$ cat config.mk
export PLATFORM = sky130hd
export DESIGN_NAME = mem_arbiter_flat
export DESIGN_NICKNAME = d
export VERILOG_FILES = /design/src/rtl/mem_arbiter_if.sv /design/src/rtl/mem_arbiter.sv /design/src/flat_wrapper.sv
export SDC_FILE = /design/constraint.sdc
export NUM_CORES = 1
export LEC_CHECK = 0
export CORE_ASPECT_RATIO = 1.1
export CORE_UTILIZATION = 30
export DETAILED_ROUTE_END_ITERATION = 8
export DONT_BUFFER_PORTS = 1
export HOLD_SLACK_MARGIN = 0.03
export PLACE_DENSITY = 0.44
export SKIP_LAST_GASP = 1
export SYNTH_ARGS = -nofsm -noshare
export SYNTH_HDL_FRONTEND = slang
export SYNTH_SLANG_ARGS = --single-unit
$ cat constraint.sdc
create_clock -name clock -period 1.7 [get_ports clock]
set_input_delay 0.34 -clock clock [delete_from_list [all_inputs] [get_ports clock]]
set_output_delay 0.34 -clock clock [all_outputs]
set_load 0.03 [all_outputs]
$ cat src/rtl/mem_arbiter_if.sv
// Bus bundle between the two requesters, the arbiter and the memory controller.
// The arbiter connects through the slave modport; its environment uses master.
interface mem_arbiter_if #(
   parameter int ADDR_WIDTH = 8,
   parameter int DATA_WIDTH = 8
);
   logic [1:0]            cpu_op;
   logic [ADDR_WIDTH-1:0] cpu_addr;
   logic [DATA_WIDTH-1:0] cpu_wdata;
   logic                  cpu_done;
   logic                  cpu_err;
   logic [1:0]            dbg_op;
   logic [ADDR_WIDTH-1:0] dbg_addr;
   logic [DATA_WIDTH-1:0] dbg_wdata;
   logic                  dbg_done;
   logic                  dbg_err;
   logic [DATA_WIDTH-1:0] rdata;
   logic [1:0]            mem_op;
   logic [ADDR_WIDTH-1:0] mem_addr;
   logic [DATA_WIDTH-1:0] mem_wdata;
   logic [DATA_WIDTH-1:0] mem_rdata;
   logic                  mem_done;
   logic                  grant_cpu;
   logic                  grant_dbg;

   modport slave (
      input  cpu_op, cpu_addr, cpu_wdata, dbg_op, dbg_addr, dbg_wdata, mem_rdata, mem_done,
      output cpu_done, cpu_err, dbg_done, dbg_err, rdata, mem_op, mem_addr, mem_wdata,
             grant_cpu, grant_dbg
   );

   modport master (
      output cpu_op, cpu_addr, cpu_wdata, dbg_op, dbg_addr, dbg_wdata, mem_rdata, mem_done,
      input  cpu_done, cpu_err, dbg_done, dbg_err, rdata, mem_op, mem_addr, mem_wdata,
             grant_cpu, grant_dbg
   );
endinterface

$ cat src/rtl/mem_arbiter.sv
// Round-robin arbiter sharing one memory-controller port between the CPU and the
// debug/loader port, with a grant locked per transaction and a watchdog abort.
module mem_arbiter #(
   parameter int ADDR_WIDTH = 8,
   parameter int DATA_WIDTH = 8,
   parameter int TIMEOUT    = 64
) (
   input logic          clock,
   input logic          reset,
   mem_arbiter_if.slave bus
);
   localparam logic [1:0] MEM_NOP   = 2'b00;
   localparam logic [1:0] MEM_READ  = 2'b01;
   localparam logic [1:0] MEM_WRITE = 2'b10;
   localparam int WDOG_W = $clog2(TIMEOUT + 1);
   localparam logic [WDOG_W-1:0] WDOG_LAST = WDOG_W'(TIMEOUT - 1);

   typedef enum logic [1:0] {IDLE = 2'd0, GNT_CPU = 2'd1, GNT_DBG = 2'd2} state_t;

   state_t                state, state_nxt;
   logic                  last, last_nxt;     // last served: 0=CPU, 1=DBG
   logic [WDOG_W-1:0]     wdog, wdog_nxt;
   logic                  cpu_req, dbg_req, own_req, expire;
   logic [1:0]            own_op;
   logic [ADDR_WIDTH-1:0] own_addr;
   logic [DATA_WIDTH-1:0] own_wdata;

   assign cpu_req = (bus.cpu_op == MEM_READ) || (bus.cpu_op == MEM_WRITE);
   assign dbg_req = (bus.dbg_op == MEM_READ) || (bus.dbg_op == MEM_WRITE);

   // Owner's request is passed straight through, never latched at grant time.
   assign own_op    = (state == GNT_DBG) ? bus.dbg_op    : bus.cpu_op;
   assign own_addr  = (state == GNT_DBG) ? bus.dbg_addr  : bus.cpu_addr;
   assign own_wdata = (state == GNT_DBG) ? bus.dbg_wdata : bus.cpu_wdata;
   assign own_req   = ((state == GNT_CPU) && cpu_req) || ((state == GNT_DBG) && dbg_req);
   assign expire    = own_req && !bus.mem_done && (wdog == WDOG_LAST);

   // NOTE: state registers use non-blocking assignments so every flop samples
   // the pre-edge values regardless of process ordering.
   always_ff @(posedge clock) begin
      if (!reset) begin
         state <= IDLE;
         last  <= 1'b1;
         wdog  <= '0;
      end else begin
         state <= state_nxt;
         last  <= last_nxt;
         wdog  <= wdog_nxt;
      end
   end

   // NOTE: every combinational output is given a default first, so no path
   // through the case can leave it unassigned and infer a latch.
   always_comb begin
      state_nxt = state;
      last_nxt  = last;
      wdog_nxt  = wdog;
      unique case (state)
         IDLE: begin
            if (cpu_req && dbg_req) state_nxt = last ? GNT_CPU : GNT_DBG;
            else if (cpu_req)       state_nxt = GNT_CPU;
            else if (dbg_req)       state_nxt = GNT_DBG;
         end
         GNT_CPU, GNT_DBG: begin
            // Completion, requester abandon and watchdog abort all close the grant.
            if (bus.mem_done || !own_req || expire) begin
               state_nxt = IDLE;
               last_nxt  = (state == GNT_DBG);
               wdog_nxt  = '0;
            end else begin
               wdog_nxt = wdog + WDOG_W'(1);
            end
         end
         default: state_nxt = IDLE;
      endcase
   end

   always_comb begin
      bus.mem_op    = MEM_NOP;
      bus.mem_addr  = '0;
      bus.mem_wdata = '0;
      bus.cpu_done  = 1'b0;
      bus.cpu_err   = 1'b0;
      bus.dbg_done  = 1'b0;
      bus.dbg_err   = 1'b0;
      if (state == GNT_CPU || state == GNT_DBG) begin
         bus.mem_op    = (own_req && !expire) ? own_op : MEM_NOP;
         bus.mem_addr  = own_addr;
         bus.mem_wdata = own_wdata;
         if (state == GNT_CPU) begin
            bus.cpu_done = bus.mem_done || expire;
            bus.cpu_err  = expire;
         end else begin
            bus.dbg_done = bus.mem_done || expire;
            bus.dbg_err  = expire;
         end
      end
   end

   assign bus.grant_cpu = (state == GNT_CPU);
   assign bus.grant_dbg = (state == GNT_DBG);
   assign bus.rdata     = bus.mem_rdata;
endmodule

$ cat src/flat_wrapper.sv
// flat-port wrapper written by rule: the top's interface ports become plain ports
module mem_arbiter_flat 
#(
   parameter int ADDR_WIDTH = 8,
   parameter int DATA_WIDTH = 8,
   parameter int TIMEOUT    = 64
)
  (clock, reset, bus_cpu_op, bus_cpu_addr, bus_cpu_wdata, bus_dbg_op, bus_dbg_addr, bus_dbg_wdata, bus_mem_rdata, bus_mem_done, bus_cpu_done, bus_cpu_err, bus_dbg_done, bus_dbg_err, bus_rdata, bus_mem_op, bus_mem_addr, bus_mem_wdata, bus_grant_cpu, bus_grant_dbg);
  mem_arbiter_if #(.ADDR_WIDTH(ADDR_WIDTH), .DATA_WIDTH(DATA_WIDTH)) bus_i ();
  input logic clock;
  input logic reset;
  input wire logic [$bits(bus_i.cpu_op)-1:0] bus_cpu_op;
  input wire logic [$bits(bus_i.cpu_addr)-1:0] bus_cpu_addr;
  input wire logic [$bits(bus_i.cpu_wdata)-1:0] bus_cpu_wdata;
  input wire logic [$bits(bus_i.dbg_op)-1:0] bus_dbg_op;
  input wire logic [$bits(bus_i.dbg_addr)-1:0] bus_dbg_addr;
  input wire logic [$bits(bus_i.dbg_wdata)-1:0] bus_dbg_wdata;
  input wire logic [$bits(bus_i.mem_rdata)-1:0] bus_mem_rdata;
  input wire logic [$bits(bus_i.mem_done)-1:0] bus_mem_done;
  output wire logic [$bits(bus_i.cpu_done)-1:0] bus_cpu_done;
  output wire logic [$bits(bus_i.cpu_err)-1:0] bus_cpu_err;
  output wire logic [$bits(bus_i.dbg_done)-1:0] bus_dbg_done;
  output wire logic [$bits(bus_i.dbg_err)-1:0] bus_dbg_err;
  output wire logic [$bits(bus_i.rdata)-1:0] bus_rdata;
  output wire logic [$bits(bus_i.mem_op)-1:0] bus_mem_op;
  output wire logic [$bits(bus_i.mem_addr)-1:0] bus_mem_addr;
  output wire logic [$bits(bus_i.mem_wdata)-1:0] bus_mem_wdata;
  output wire logic [$bits(bus_i.grant_cpu)-1:0] bus_grant_cpu;
  output wire logic [$bits(bus_i.grant_dbg)-1:0] bus_grant_dbg;
  assign bus_i.cpu_op = bus_cpu_op;
  assign bus_i.cpu_addr = bus_cpu_addr;
  assign bus_i.cpu_wdata = bus_cpu_wdata;
  assign bus_i.dbg_op = bus_dbg_op;
  assign bus_i.dbg_addr = bus_dbg_addr;
  assign bus_i.dbg_wdata = bus_dbg_wdata;
  assign bus_i.mem_rdata = bus_mem_rdata;
  assign bus_i.mem_done = bus_mem_done;
  assign bus_cpu_done = bus_i.cpu_done;
  assign bus_cpu_err = bus_i.cpu_err;
  assign bus_dbg_done = bus_i.dbg_done;
  assign bus_dbg_err = bus_i.dbg_err;
  assign bus_rdata = bus_i.rdata;
  assign bus_mem_op = bus_i.mem_op;
  assign bus_mem_addr = bus_i.mem_addr;
  assign bus_mem_wdata = bus_i.mem_wdata;
  assign bus_grant_cpu = bus_i.grant_cpu;
  assign bus_grant_dbg = bus_i.grant_dbg;
  mem_arbiter #(.ADDR_WIDTH(ADDR_WIDTH), .DATA_WIDTH(DATA_WIDTH), .TIMEOUT(TIMEOUT)) u_core (.clock(clock), .reset(reset), .bus(bus_i));
endmodule
Yosys cells after proc, flatten, opt, wreduce, memory -nomap -nowiden
Index checks and enable logic that the tools add are counted.

word-level totals
  flip-flop bits (word level) = 10
  input bits = 47

operators by class
  add/sub/neg operators = 1
  reductions and logical operators = 20
  muxes and demuxes = 22
  eq/ne operators = 9

operators with widths
  operator                                             number
  2-to-1 mux 8 bit                                     4
  2-to-1 mux 2 bit                                     8
  2-to-1 mux 1 bit                                     8
  adder 7 x 1 -> 7 bit, second input constant          1
  equality test 7 x 6 -> 1 bit, second input constant  1
  logical OR 1 bit                                     7
  2-to-1 mux 7 bit                                     1
  equality test 2 x 1 -> 1 bit, second input constant  3
  equality test 2 bit, second input constant           3
  logical AND 1 bit                                    6
  != test 4 x 1 -> 1 bit, second input constant        1
  one-hot mux 2 bit (2 select lines)                   1
  AND reduction 2 bit                                  2
  zero test 1 bit                                      3
  zero test 2 bit                                      1
  != test 2 x 1 -> 1 bit, second input constant        1
  OR reduction 2 bit                                   1

Logic depth before layout (Yosys ltp)
Gate-level depths: netlist of the first run.

  word-level depth = 10
  mapped depth = 6

Worst setup path before layout of the first run
OpenSTA, ideal clock, no wires.

  path kind = register to output
  start point = reg u_core.state[0]
  end point = out bus_mem_op[0]
  buffers on the path = 1
  data arrival time = 1771 ps
  cell stages (with the launch flop) = 7
  setup slack = -411 ps
  cells stage by stage = dfxtp_1 > inv_1 > ha_1 > buf_2 > a22o_1 > o211ai_1 > nor2_1

between the ends
  longest elaborated chain between the ends = 9
  elaborated cells on any way between the ends = 13

RTL lines
  item                             line                source
  from (decl)                      mem_arbiter.sv:20   state_t state, state_nxt;
  from (signal assigned)           mem_arbiter.sv:46   state <= state_nxt;
  equality test 2 bit (*)          -
  net bus_grant_dbg                flat_wrapper.sv:29  output wire logic [$bits(bus_i.grant_dbg)-1:0] bus_grant_dbg;
  logical AND 1 bit                mem_arbiter.sv:35   assign own_req = ((state == GNT_CPU) && cpu_req) || ((state == GNT_DBG) && dbg_req);
  logical OR 1 bit                 mem_arbiter.sv:35
  logical AND 1 bit (2 in series)  mem_arbiter.sv:36   assign expire = own_req && !bus.mem_done && (wdog == WDOG_LAST);
  zero test 1 bit                  mem_arbiter.sv:87   bus.mem_op = (own_req && !expire) ? own_op : MEM_NOP;
  logical AND 1 bit                mem_arbiter.sv:87
  2-to-1 mux 2 bit                 mem_arbiter.sv:87
  2-to-1 mux 2 bit (*)             mem_arbiter.sv:86   if (state == GNT_CPU || state == GNT_DBG) begin
  to (decl)                        flat_wrapper.sv:25  output wire logic [$bits(bus_i.mem_op)-1:0] bus_mem_op;

The timed path passes the listed nets; every way through them passes the cells marked *.

Worst setup path after layout of the first run
  start point = reg u_core.wdog[1]
  end point = out bus_dbg_done

between the ends
  longest elaborated chain between the ends = 5

RTL lines
  item                          line                source
  from (decl)                   mem_arbiter.sv:22   logic [WDOG_W-1:0] wdog, wdog_nxt;
  from (signal assigned)        mem_arbiter.sv:48   wdog <= wdog_nxt;
  equality test 7 x 6 -> 1 bit  mem_arbiter.sv:36
  logical AND 1 bit             mem_arbiter.sv:36
  logical OR 1 bit              mem_arbiter.sv:94   bus.dbg_done = bus.mem_done || expire;
  2-to-1 mux 1 bit              mem_arbiter.sv:90   if (state == GNT_CPU) begin
  2-to-1 mux 1 bit              mem_arbiter.sv:86
  to (decl)                     flat_wrapper.sv:22  output wire logic [$bits(bus_i.dbg_done)-1:0] bus_dbg_done;

Every way passes these cells.

==> results.md, run 1 <==
* Status: complete, but fails checks
* Failing checks: design-rule violations, negative setup slack
* Initial antenna violation count at 0
* CTS H-tree lvls at 1
* Max-cap violations at 0
* Chip width at 57.04 um
* First-pass GRT wire length at 4616 um
* Required @ worst endpoint at 1.36 ns
* Clock Skew at 0.009397 ns
* CTS Buf Count at 3
* Vias in the first global route at 1014
* Worst slack at placement at -0.09167 ns
* Grt ovf at 0
* GRT Total Usage at 15.83%
* Io pins at 79
* Final hold vios at 0
* Setup crit end kind: output port
* CP Launch Type: flip-flop
* Register bit count reported by yosys at 10
* Rows at 21
* HP Class: in2reg
* DRT iter0 DRCs at 29
* Synth Area in Compound Gates at 9.387%
* Placed inst area at 0.001374 sq mm
* Antenna cell count at 0
* TritonCTS Sinks at 10
* Tot Pwr at 2.021 mW
* Sequential area share after synthesis at 20.03%
* CP max stage cell: or3b_4
* YS warnings at 0
* Area growth syn-to-layout at 84.11%
* Root buf cell: clkbuf_4
* Count of cell types in the netlist at 29
* Clk_lat worst skew at 0.27 ns
* Mapped Nets at 171
* Crit-path max cell delay at 0.39 ns
* Period utilisation layout at 120.2%
* Static Leak at 0.6935 nW
* Max Slew Vio Count at 0
* RD Place Congestion at 0.6905
* Fin nets at 204
* Fmax at 489.4 MHz
* Largest family of logic cells by synthesized area: simple AND/OR/NAND/NOR gates
* Clk pin slew, worst setup/hold paths at 0.08 ns
* Starting density of the core at 32.24%
* Slew margin rel. at 80.89%
* Cell area after layout at 0.001841 sq mm
* Residual DRC at 6
* Peak VDD IR at 0.6699 mV
* CORE AREA at 0.003100 sq mm
* Setup tns final at -3.185 ns
* WS Path Type: reg2out
* Drt via density at 5.328
* Post-synth EDFFs at 0
* Total Wirelength at 2896 um
* Hold Slack at 0.1986 ns
* Largest net degree at the start of global routing at 14
* Full die area at 0.003568 sq mm
* Die Height at 62.55 um
* Tmin final at 2.043 ns
* Cell Pwr Density at 1098 mW/mm^2
* Synth Area in Simple Gates at 28.79%
* Synth Cell Area at 999.7 sq um
* Post-DRT Antenna Nets at 0
* Average size of a mapped cell at 8.331 sq um
* Buffers added on ports at 0
* Drt first pass iters at 6
* Cells after Synth at 120
* Clk buf depth at 2
* RSZ-0062 raised after global routing: yes
* Mux cell area share after synthesis at 21.03%
* Hold-fix buffers, CTS at 0
* TritonCTS clock tree: yes
* Adder-cell share of the synthesized area at 5.006%
* Layout cells sized above 1 at 67.11%
* DPL Wire Length at 2010 um
* Fillers at 248
* Crit-path cells: ha_4 -> and4_4 -> nand3b_4 -> or3b_4 -> a21oi_4
* Main synth FF type: dfxtp_1
* Final setup margin at -0.3433 ns
* Least-Margin Pin Slew at 0.2847 ns
* Crit path DAT at 1.70 ns
* Final setup vio count at 22
* Critical path fanouts, max at 3
* Routed WL per cell at 15.57 um
* Vias at 991
* Synth Area in XOR/XNOR at 6.133%
* CP top delay family: simple AND/OR/NAND/NOR gates
* Worst path bufs/invs at 0
* FFs w/ async S/R, synth at 0%
[cell usage after synthesis (2+ instances only)]
| library cell | number | share of area (%) |
|---|---|---|
| buf_4 | 8 | 6.0 |
| ha_1 | 4 | 5.0 |
| nor3b_1 | 4 | 3.0 |
| xor2_1 | 5 | 4.4 |
| inv_1 | 3 | 1.1 |
| buf_1 | 2 | 0.75 |
| a32o_2 | 2 | 2.3 |
| a21oi_1 | 3 | 1.5 |
| nor2_1 | 6 | 2.3 |
| nor2b_1 | 19 | 12 |
| dfxtp_1 | 10 | 20 |
| clkbuf_1 | 2 | 0.75 |
| mux2i_1 | 21 | 21 |
| xnor2_1 | 2 | 1.8 |
| nand2b_1 | 4 | 2.5 |
| buf_2 | 2 | 1.0 |
| nand2_1 | 8 | 3.0 |
| a21boi_0 | 2 | 1.5 |
| nand4_1 | 3 | 1.9 |
[sequential cells by signal, indices dropped and copies added (netlist names)]
| name | flops |
|---|---|
| u_core.last | 1 |
| u_core.state | 2 |
| u_core.wdog | 7 |
[per-stage QoR]
step | std cells | util [%]
2_1_floorplan | 120 | -
3_3_place_gp | 175 | 44.31
3_5_place_dp | 175 | 44.31
4_1_cts | 186 | 53.47
5_1_grt | 186 | 59.36
6_report | 186 | 59.36
[area by class of cell]
class	count	area (sq um)	area share, %
sequential	10	207.7	11.28
timing repair buffer	42	425.4	23.11
tap	34	42.54	2.311
inverter	3	11.26	0.6118
clock buffer	4	36.28	1.971
multi-input combinational	93	1117	60.71
[worst paths after layout]
path / start / to / slack (ns) / depth (start not counted)
max: u_core.wdog[1]$_SDFFE_PN0P_ / bus_dbg_done / -0.34 / 5
min: reset / u_core.wdog[6]$_SDFFE_PN0P_ / 0.20 / 2
max reg2reg: u_core.wdog[1]$_SDFFE_PN0P_ / u_core.state[0]$_SDFFE_PN0P_ / 0.03 / 8
min reg2reg: u_core.wdog[6]$_SDFFE_PN0P_ / u_core.wdog[6]$_SDFFE_PN0P_ / 0.45 / 2
[power breakdown]
group	internal [mW]	switching (mW)	total, mW
registers	0.259	0.0186	0.277
logic	0.817	0.711	1.53
clock network	0.130	0.0866	0.217
total	1.21	0.816	2.02
[cell usage in the layout (no fill, tap or decap), drive strengths merged]
| cell | Yosys | layout |
|---|---|---|
| xnor2 | 2 | 2 |
| nand3 | 1 | 1 |
| xor2 | 5 | 5 |
| a21boi | 3 | 3 |
| nor3b | 4 | 4 |
| nand2 | 8 | 8 |
| o21ai | 1 | 1 |
| clkbuf | 2 | 4 |
| and4 | 1 | 1 |
| or3b | 1 | 1 |
| nor2 | 6 | 6 |
| mux2i | 21 | 21 |
| nor2b | 19 | 19 |
| o2111ai | 1 | 1 |
| a21oi | 3 | 3 |
| ha | 4 | 4 |
| nand4 | 3 | 3 |
| inv | 3 | 3 |
| o211ai | 1 | 1 |
| nand4b | 1 | 1 |
| nand3b | 1 | 1 |
| dfxtp | 10 | 10 |
| buf | 12 | 42 |
| a22o | 1 | 1 |
| nand2b | 4 | 4 |
| a32o | 2 | 2 |
[per-layer routing]
metal	vias up	share of wire (%)	track usage, %
met2	50	56	30.74
li1	474	-	-
met4	0	0.66	1.829
met1	465	36	16.84
met5	-	0	0
met3	2	7.0	4.762
[cell families (layout without fill, tap and decap cells)]
group / Yosys count / in the layout
simple gates: 49 / 49
xor+xnor: 7 / 7
fa+ha+maj: 4 / 4
buf+inv: 17 / 49
compound gates: 12 / 12
flops: 10 / 10
mux: 21 / 21
[repair_timing]
action                                  CTS  global route
pin swaps                                 9             7
cloned                                    2             0
buffers inserted                          5             3
endpoints found under the setup margin   22            28
gates resized for setup                  40            44
[worst register-to-register path, stage by stage (launching register included)]
cell and delay [ns]:
dfxtp_2 0.35, ha_4 0.12, and4_4 0.22, nand3b_4 0.08
buf_4 0.14, buf_6 0.11, buf_4 0.14, a32o_2 0.26
mux2i_1 0.12
Power figures use the tool's default switching activity.
==> run 2, diff against run 1 <==
--- a/config.mk
+++ b/config.mk
@@ -6,6 +6,7 @@
 export NUM_CORES = 1
 export LEC_CHECK = 0
 export CORE_ASPECT_RATIO = 1.1
+export CORE_MARGIN = 2
 export CORE_UTILIZATION = 30
 export DETAILED_ROUTE_END_ITERATION = 8
 export DONT_BUFFER_PORTS = 1
==> run 2 against run 1 <==
Net effect: the flow finishes with violations (negative setup slack); sequential power up 2%; final cell count grew 3.2%; count of clock-buffer cells in the layout is 1 lower; critical endpoint unchanged; highest routed layer unchanged.
==> results.md, run 2 (synthesis gave the netlist of run 1 again) <==
* Final core utilization at 55.86% (-3.5 points)
* Grt ovf at 0 (unchanged)
* Hold-fix buffers, CTS at 0 (unchanged)
* TritonCTS clock tree: yes
* Crit path DAT at 1.70 ns (about the same)
* CP Launch Type: flip-flop
* Period utilisation layout at 120.0% (-0.23 points)
* Routed WL per cell at 15.40 um (-1.1%)
* CORE AREA at 0.003127 sq mm (+0.85%)
* Post-DRT Antenna Nets at 0 (unchanged)
* Worst r2r src: u_core.wdog[1]$_SDFFE_PN0P_
* Clk buf depth at 2 (unchanged)
* Commonest non-fill, non-tap cell in the layout: buf_4
* Worst hold path depth at 2 (unchanged)
* Drt via density at 5.193 (-2.5%)
* Layout cells sized above 1 at 62.66% (-4.4 points)
* Setup crit end kind: output port
* RD Place Congestion at 0.7634 (+11%)
* Io pins at 79 (unchanged)
* Full die area at 0.003811 sq mm (+6.8%)
* Root buf cell: clkbuf_4
* Final setup vio count at 22 (unchanged)
* Chip width at 59.04 um (+3.5%)
* Clk_lat worst skew at 0.26 ns (about the same)
* Fmax at 490.4 MHz (+0.20%)
* Fin nets at 211 (+3.4%)
* DRT iter0 DRCs at 18 (-38%)
* Buffers added on ports at 0 (unchanged)
* Clock Skew at 0.004113 ns (-0.005283 ns)
* CTS Buf Count at 3 (unchanged)
* Internal reg-to-reg setup slack at 0.01 ns (-0.02 ns)
* Max reg flops at 7 (unchanged)
* Status: complete, but fails checks
* Initial antenna violation count at 0 (unchanged)
* Largest net degree at the start of global routing at 14 (unchanged)
* Least-Margin Pin Slew at 0.3220 ns (+0.03734 ns)
* Hold Crit Start: reset
* Starting density of the core at 31.97% (-0.27 points)
* First-pass GRT wire length at 4436 um (-3.9%)
* Die Height at 64.55 um (+3.2%)
* Max-cap violations at 0 (unchanged)
* Tmin final at 2.039 ns (-0.003985 ns)
* WS Path Type: reg2out
* RSZ-0062 raised after global routing: yes
* Max Slew Vio Count at 0 (unchanged)
* DPL Wire Length at 2036 um (+1.3%)
* Vias in the first global route at 998 (-1.6%)
* Min-Delay Endpoint: u_core.wdog[6]$_SDFFE_PN0P_
* Area growth syn-to-layout at 74.72%
* Regs by FF count: u_core.wdog (7), u_core.state (2), u_core.last (1)
* Total Wirelength at 2957 um (+2.1%)
* Critical path fanouts, max at 3 (unchanged)
* GRT Total Usage at 14.90% (-0.93 points)
* Residual DRC at 0 (-6)
* Antenna cell count at 0 (unchanged)
* Static Leak at 0.6908 nW (-0.39%)
* CTS H-tree lvls at 1 (unchanged)
* Clk pin slew, worst setup/hold paths at 0.07 ns (about the same)
* Slew margin rel. at 78.38% (-2.5 points)
* Vias at 997 (+0.61%)
* Drt first pass iters at 4 (-2)
* Required @ worst endpoint at 1.36 ns (about the same)
* Final setup margin at -0.3393 ns (+0.003985 ns)
* Reg with most FFs: u_core.wdog
* Worst reg2reg path depth at 8 (unchanged)
* Peak VDD IR at 0.6620 mV (-1.2%)
* Final hold vios at 0 (unchanged)
* Fillers at 273 (+10%)
* Post-placement cell count at 173 (-1.1%)
* TritonCTS Sinks at 10 (unchanged)
* Failing checks: negative setup slack
* Reg2reg end: u_core.state[0]$_SDFFE_PN0P_
* Cell Pwr Density at 1071 mW/mm^2 (-2.5%)
* HP Class: in2reg
* Rows at 21 (unchanged)
* Cell Count, Final, Fillers Out at 192 (+3.2%)
* Most frequent cells in the layout: buf_4 (32), mux2i_1 (14), nor2b_2 (12)
-- run 2: cell count changes in the layout (fill, tap and decap cells not counted), moves of 2 or more --
| cell | before | now |
|---|---|---|
| buf_6 | 24 | 11 |
| mux2i_1 | 5 | 14 |
| mux2i_4 | 12 | 6 |
| mux2i_2 | 4 | 1 |
| nor2b_2 | 0 | 12 |
| buf_4 | 16 | 32 |
| nor2b_4 | 16 | 4 |
| inv_4 | 0 | 2 |
| inv_2 | 2 | 0 |
-- run 2: routing by layer --
| layer | up-vias | part of all wire, % | routed length, um | global-route usage (%) |
|---|---|---|---|---|
| met2 | 44 | 55 | 1619 | 28.33 |
| met5 | - | 0 | 0 | 0 |
| met4 | 0 | 1.4 | 40 | 4.545 |
| met1 | 456 | 37 | 1104 | 15.24 |
| li1 | 489 | - | - | - |
| met3 | 8 | 6.5 | 192 | 4.192 |
-- run 2: how the worst max path moves through the flow --
stage	to	depth (start not counted)	from
6_report	bus_dbg_done	5	u_core.wdog[1]$_SDFFE_PN0P_
5_1_grt	bus_mem_op[0]	8	u_core.wdog[1]$_SDFFE_PN0P_
4_1_cts	bus_dbg_done	5	u_core.wdog[1]$_SDFFE_PN0P_
3_5_place_dp	bus_mem_op[0]	6	u_core.wdog[1]$_SDFFE_PN0P_
3_3_place_gp	bus_mem_op[1]	6	u_core.wdog[1]$_SDFFE_PN0P_
2_1_floorplan	bus_dbg_done	5	u_core.wdog[1]$_SDFFE_PN0P_
-- run 2: report_power, final --
part | total [mW] | switching [mW] | internal (mW)
sequential | 0.282 | 0.0226 | 0.259
combinational | 1.43 | 0.671 | 0.757
clock | 0.161 | 0.0790 | 0.0817
total | 1.87 | 0.773 | 1.10
-- run 2: repair_timing --
| item | in CTS | in global routing |
|---|---|---|
| gates cloned | 2 | 1 |
| pin swaps | 10 | 11 |
| endpoints found under the setup margin | 23 | 29 |
| resized for setup | 24 | 24 |
| setup buffers | 7 | 6 |
-- run 2: final cells by class --
type | instances | area (sq um) | area share [%]
clock buffer | 3 | 22.52 | 1.289
sequential | 10 | 207.7 | 11.89
inverter | 3 | 16.27 | 0.9312
timing repair buffer | 49 | 486.7 | 27.87
tap | 34 | 42.54 | 2.436
multi-input combinational | 93 | 970.9 | 55.59
-- run 2: critical path, cell delays in order (launching register included) --
cell,delay [ns]
dfxtp_2,0.35
ha_4,0.13
and4_4,0.22
nand3b_4,0.08
or3b_4,0.39
a21oi_4,0.26
-- run 2: per-stage QoR --
stage	setup TNS (ns)	area, sq um	setup slack (ns)	hold slack [ns]	power, mW
floorplan	-0.1595	1171	-0.07978	0.4122	1.081
global placement	-0.1980	1359	-0.07059	0.4276	1.270
detailed placement	-0.2773	1359	-0.09757	0.4334	1.288
CTS	-3.447	1564	-0.3696	0.1834	1.681
global route	-4.827	1747	-0.3890	0.1865	1.975
finish	-3.355	1747	-0.3393	0.1979	1.870
==> run 3, diff against run 2 <==
--- a/config.mk
+++ b/config.mk
@@ -12,6 +12,7 @@
 export DONT_BUFFER_PORTS = 1
 export HOLD_SLACK_MARGIN = 0.03
 export PLACE_DENSITY = 0.44
+export SETUP_SLACK_MARGIN = 0.05
 export SKIP_LAST_GASP = 1
 export SYNTH_ARGS = -nofsm -noshare
 export SYNTH_HDL_FRONTEND = slang
==> run 3 against run 2 <==
Net effect: the run still ends with negative setup slack left; final cell count decreased by 1.6%; register-to-register slack lost 0.06 ns; final area up 9.7%; sequential power barely moved; combinational power is 13% higher; global-route usage down 1.0 points; highest routed layer unchanged.
==> results.md, run 3 (synthesis gave the netlist of run 1 again) <==
* Residual DRC at 0 (unchanged)
* TritonCTS clock tree: yes
* Post-placement cell count at 174 (+0.58%)
* CP Launch Type: flip-flop
* Clk_lat worst skew at 0.26 ns (about the same)
* DRT iter0 DRCs at 23 (+5)
* Io pins at 79 (unchanged)
* Most frequent cells in the layout: buf_6 (23), buf_4 (17), nor2b_4 (16)
* RSZ-0062 raised after global routing: yes
* Setup tns final at -3.496 ns (-0.1416 ns)
* Failing checks: negative setup slack
* Cell Pwr Density at 1095 mW/mm^2 (+2.3%)
* Largest net degree at the start of global routing at 14 (unchanged)
* Final setup vio count at 23 (+4.5%)
* Drt first pass iters at 4 (unchanged)
* Antenna cell count at 0 (unchanged)
* Peak VDD IR at 0.4485 mV (-32%)
* CORE AREA at 0.003127 sq mm (unchanged)
* Slew margin rel. at 80.85% (+2.5 points)
* Cell area after layout at 0.001916 sq mm (+9.7%)
* Fillers at 246 (-9.9%)
* Root buf cell: clkbuf_4
* Grt ovf at 0 (unchanged)
* Clk pin slew, worst setup/hold paths at 0.07 ns (about the same)
* Max Slew Vio Count at 0 (unchanged)
* GRT Total Usage at 13.88% (-1.0 points)
* Max reg flops at 7 (unchanged)
* FF/Latch Area at 207.7 sq um (unchanged)
* HP Class: in2reg
* Vias at 992 (-0.50%)
* Final setup margin at -0.3466 ns (-0.007253 ns)
* Period utilisation layout at 120.4% (+0.43 points)
* Commonest non-fill, non-tap cell in the layout: buf_6
* Buffers added on ports at 0 (unchanged)
* CTS H-tree lvls at 1 (unchanged)
* Clock Skew at 0.004106 ns (-0.000007050 ns)
* Vias in the first global route at 929 (-6.9%)
* Regs by FF count: u_core.wdog (7), u_core.state (2), u_core.last (1)
* Tmin final at 2.047 ns (+0.007253 ns)
* Reg with most FFs: u_core.wdog
* Max-cap violations at 0 (unchanged)
* RD Place Congestion at 0.7494 (-1.8%)
* Status: complete, but fails checks
* Fin nets at 207 (-1.9%)
* Rows at 21 (unchanged)
* Total Wirelength at 2906 um (-1.7%)
* Clk buf depth at 2 (unchanged)
* WS Path Type: reg2out
* Final hold vios at 0 (unchanged)
* CTS Buf Count at 3 (unchanged)
* Critical path fanouts, max at 3 (unchanged)
* Full die area at 0.003811 sq mm (unchanged)
* Hold-fix buffers, CTS at 0 (unchanged)
* Hold Slack at 0.1965 ns (-0.001375 ns)
* Post-DRT Antenna Nets at 0 (unchanged)
* Area growth syn-to-layout at 91.61%
* Setup crit end kind: output port
* Worst slack at placement at -0.09202 ns (+0.005556 ns)
* Multi-input gate area at 0.001131 sq mm (+16%)
* Final core utilization at 61.26% (+5.4 points)
* Chip width at 59.04 um (unchanged)
* DPL Wire Length at 1945 um (-4.5%)
* Crit path DAT at 1.71 ns (about the same)
* Fmax at 488.6 MHz (-0.35%)
* TritonCTS Sinks at 10 (unchanged)
* Cell Count, Final, Fillers Out at 189 (-1.6%)
* Starting density of the core at 31.97% (unchanged)
* Required @ worst endpoint at 1.36 ns (about the same)
* Drt via density at 5.249 (+1.1%)
* Static Leak at 0.7279 nW (+5.4%)
* Least-Margin Pin Slew at 0.2792 ns (-0.04277 ns)
* First-pass GRT wire length at 4188 um (-5.6%)
* Placed inst area at 0.001376 sq mm (+1.3%)
* Routed WL per cell at 15.38 um (-0.16%)
* Initial antenna violation count at 0 (unchanged)
* Layout cells sized above 1 at 67.74% (+5.1 points)
* Tot Pwr at 2.098 mW (+12%)
* Die Height at 64.55 um (unchanged)
run 3: timing repair:
item	in CTS	in global routing
resized for setup	39	51
pin swaps	10	14
setup endpoints to repair	22	31
gates cloned	2	0
setup buffers	8	3
run 3: layout make-up:
cell class,count,share of cell area (%)
Multi-Input combinational cell,93,59.05
Timing Repair Buffer,45,25.28
Sequential cell,10,10.84
Tap cell,34,2.221
Clock buffer,4,1.894
Inverter,3,0.7185
run 3: routing by layer:
metal | track usage [%] | vias up | part of all wire [%] | wire (um)
met2 | 24.44 | 40 | 54 | 1556
met1 | 16.55 | 465 | 39 | 1124
met5 | 0 | - | 0 | 0
met3 | 2.196 | 6 | 6.9 | 200
met4 | 5.114 | 0 | 0.83 | 24
li1 | - | 481 | - | -
run 3: final timing paths:
check | slack [ns] | depth (start not counted) | to | startpoint
worst max-delay path | -0.35 | 5 | bus_dbg_done | u_core.wdog[1]$_SDFFE_PN0P_
worst min-delay path | 0.20 | 2 | u_core.wdog[6]$_SDFFE_PN0P_ | reset
worst min register to register | 0.44 | 2 | u_core.wdog[6]$_SDFFE_PN0P_ | u_core.wdog[6]$_SDFFE_PN0P_
worst max register to register | -0.05 | 10 | u_core.wdog[5]$_SDFFE_PN0P_ | u_core.state[0]$_SDFFE_PN0P_
run 3: report_power, final:
group          switching (mW)  leakage [nW]  internal [mW]
Combinational           0.719         0.624          0.888
Sequential             0.0207        0.0832          0.259
Clock                  0.0811        0.0210          0.130
run 3: critical path, cell delays in order (launching register included):
cell      delay [ns]
dfxtp_2         0.35
ha_4            0.14
and4_4          0.22
nand3b_4        0.08
or3b_4          0.39
a21oi_4         0.27
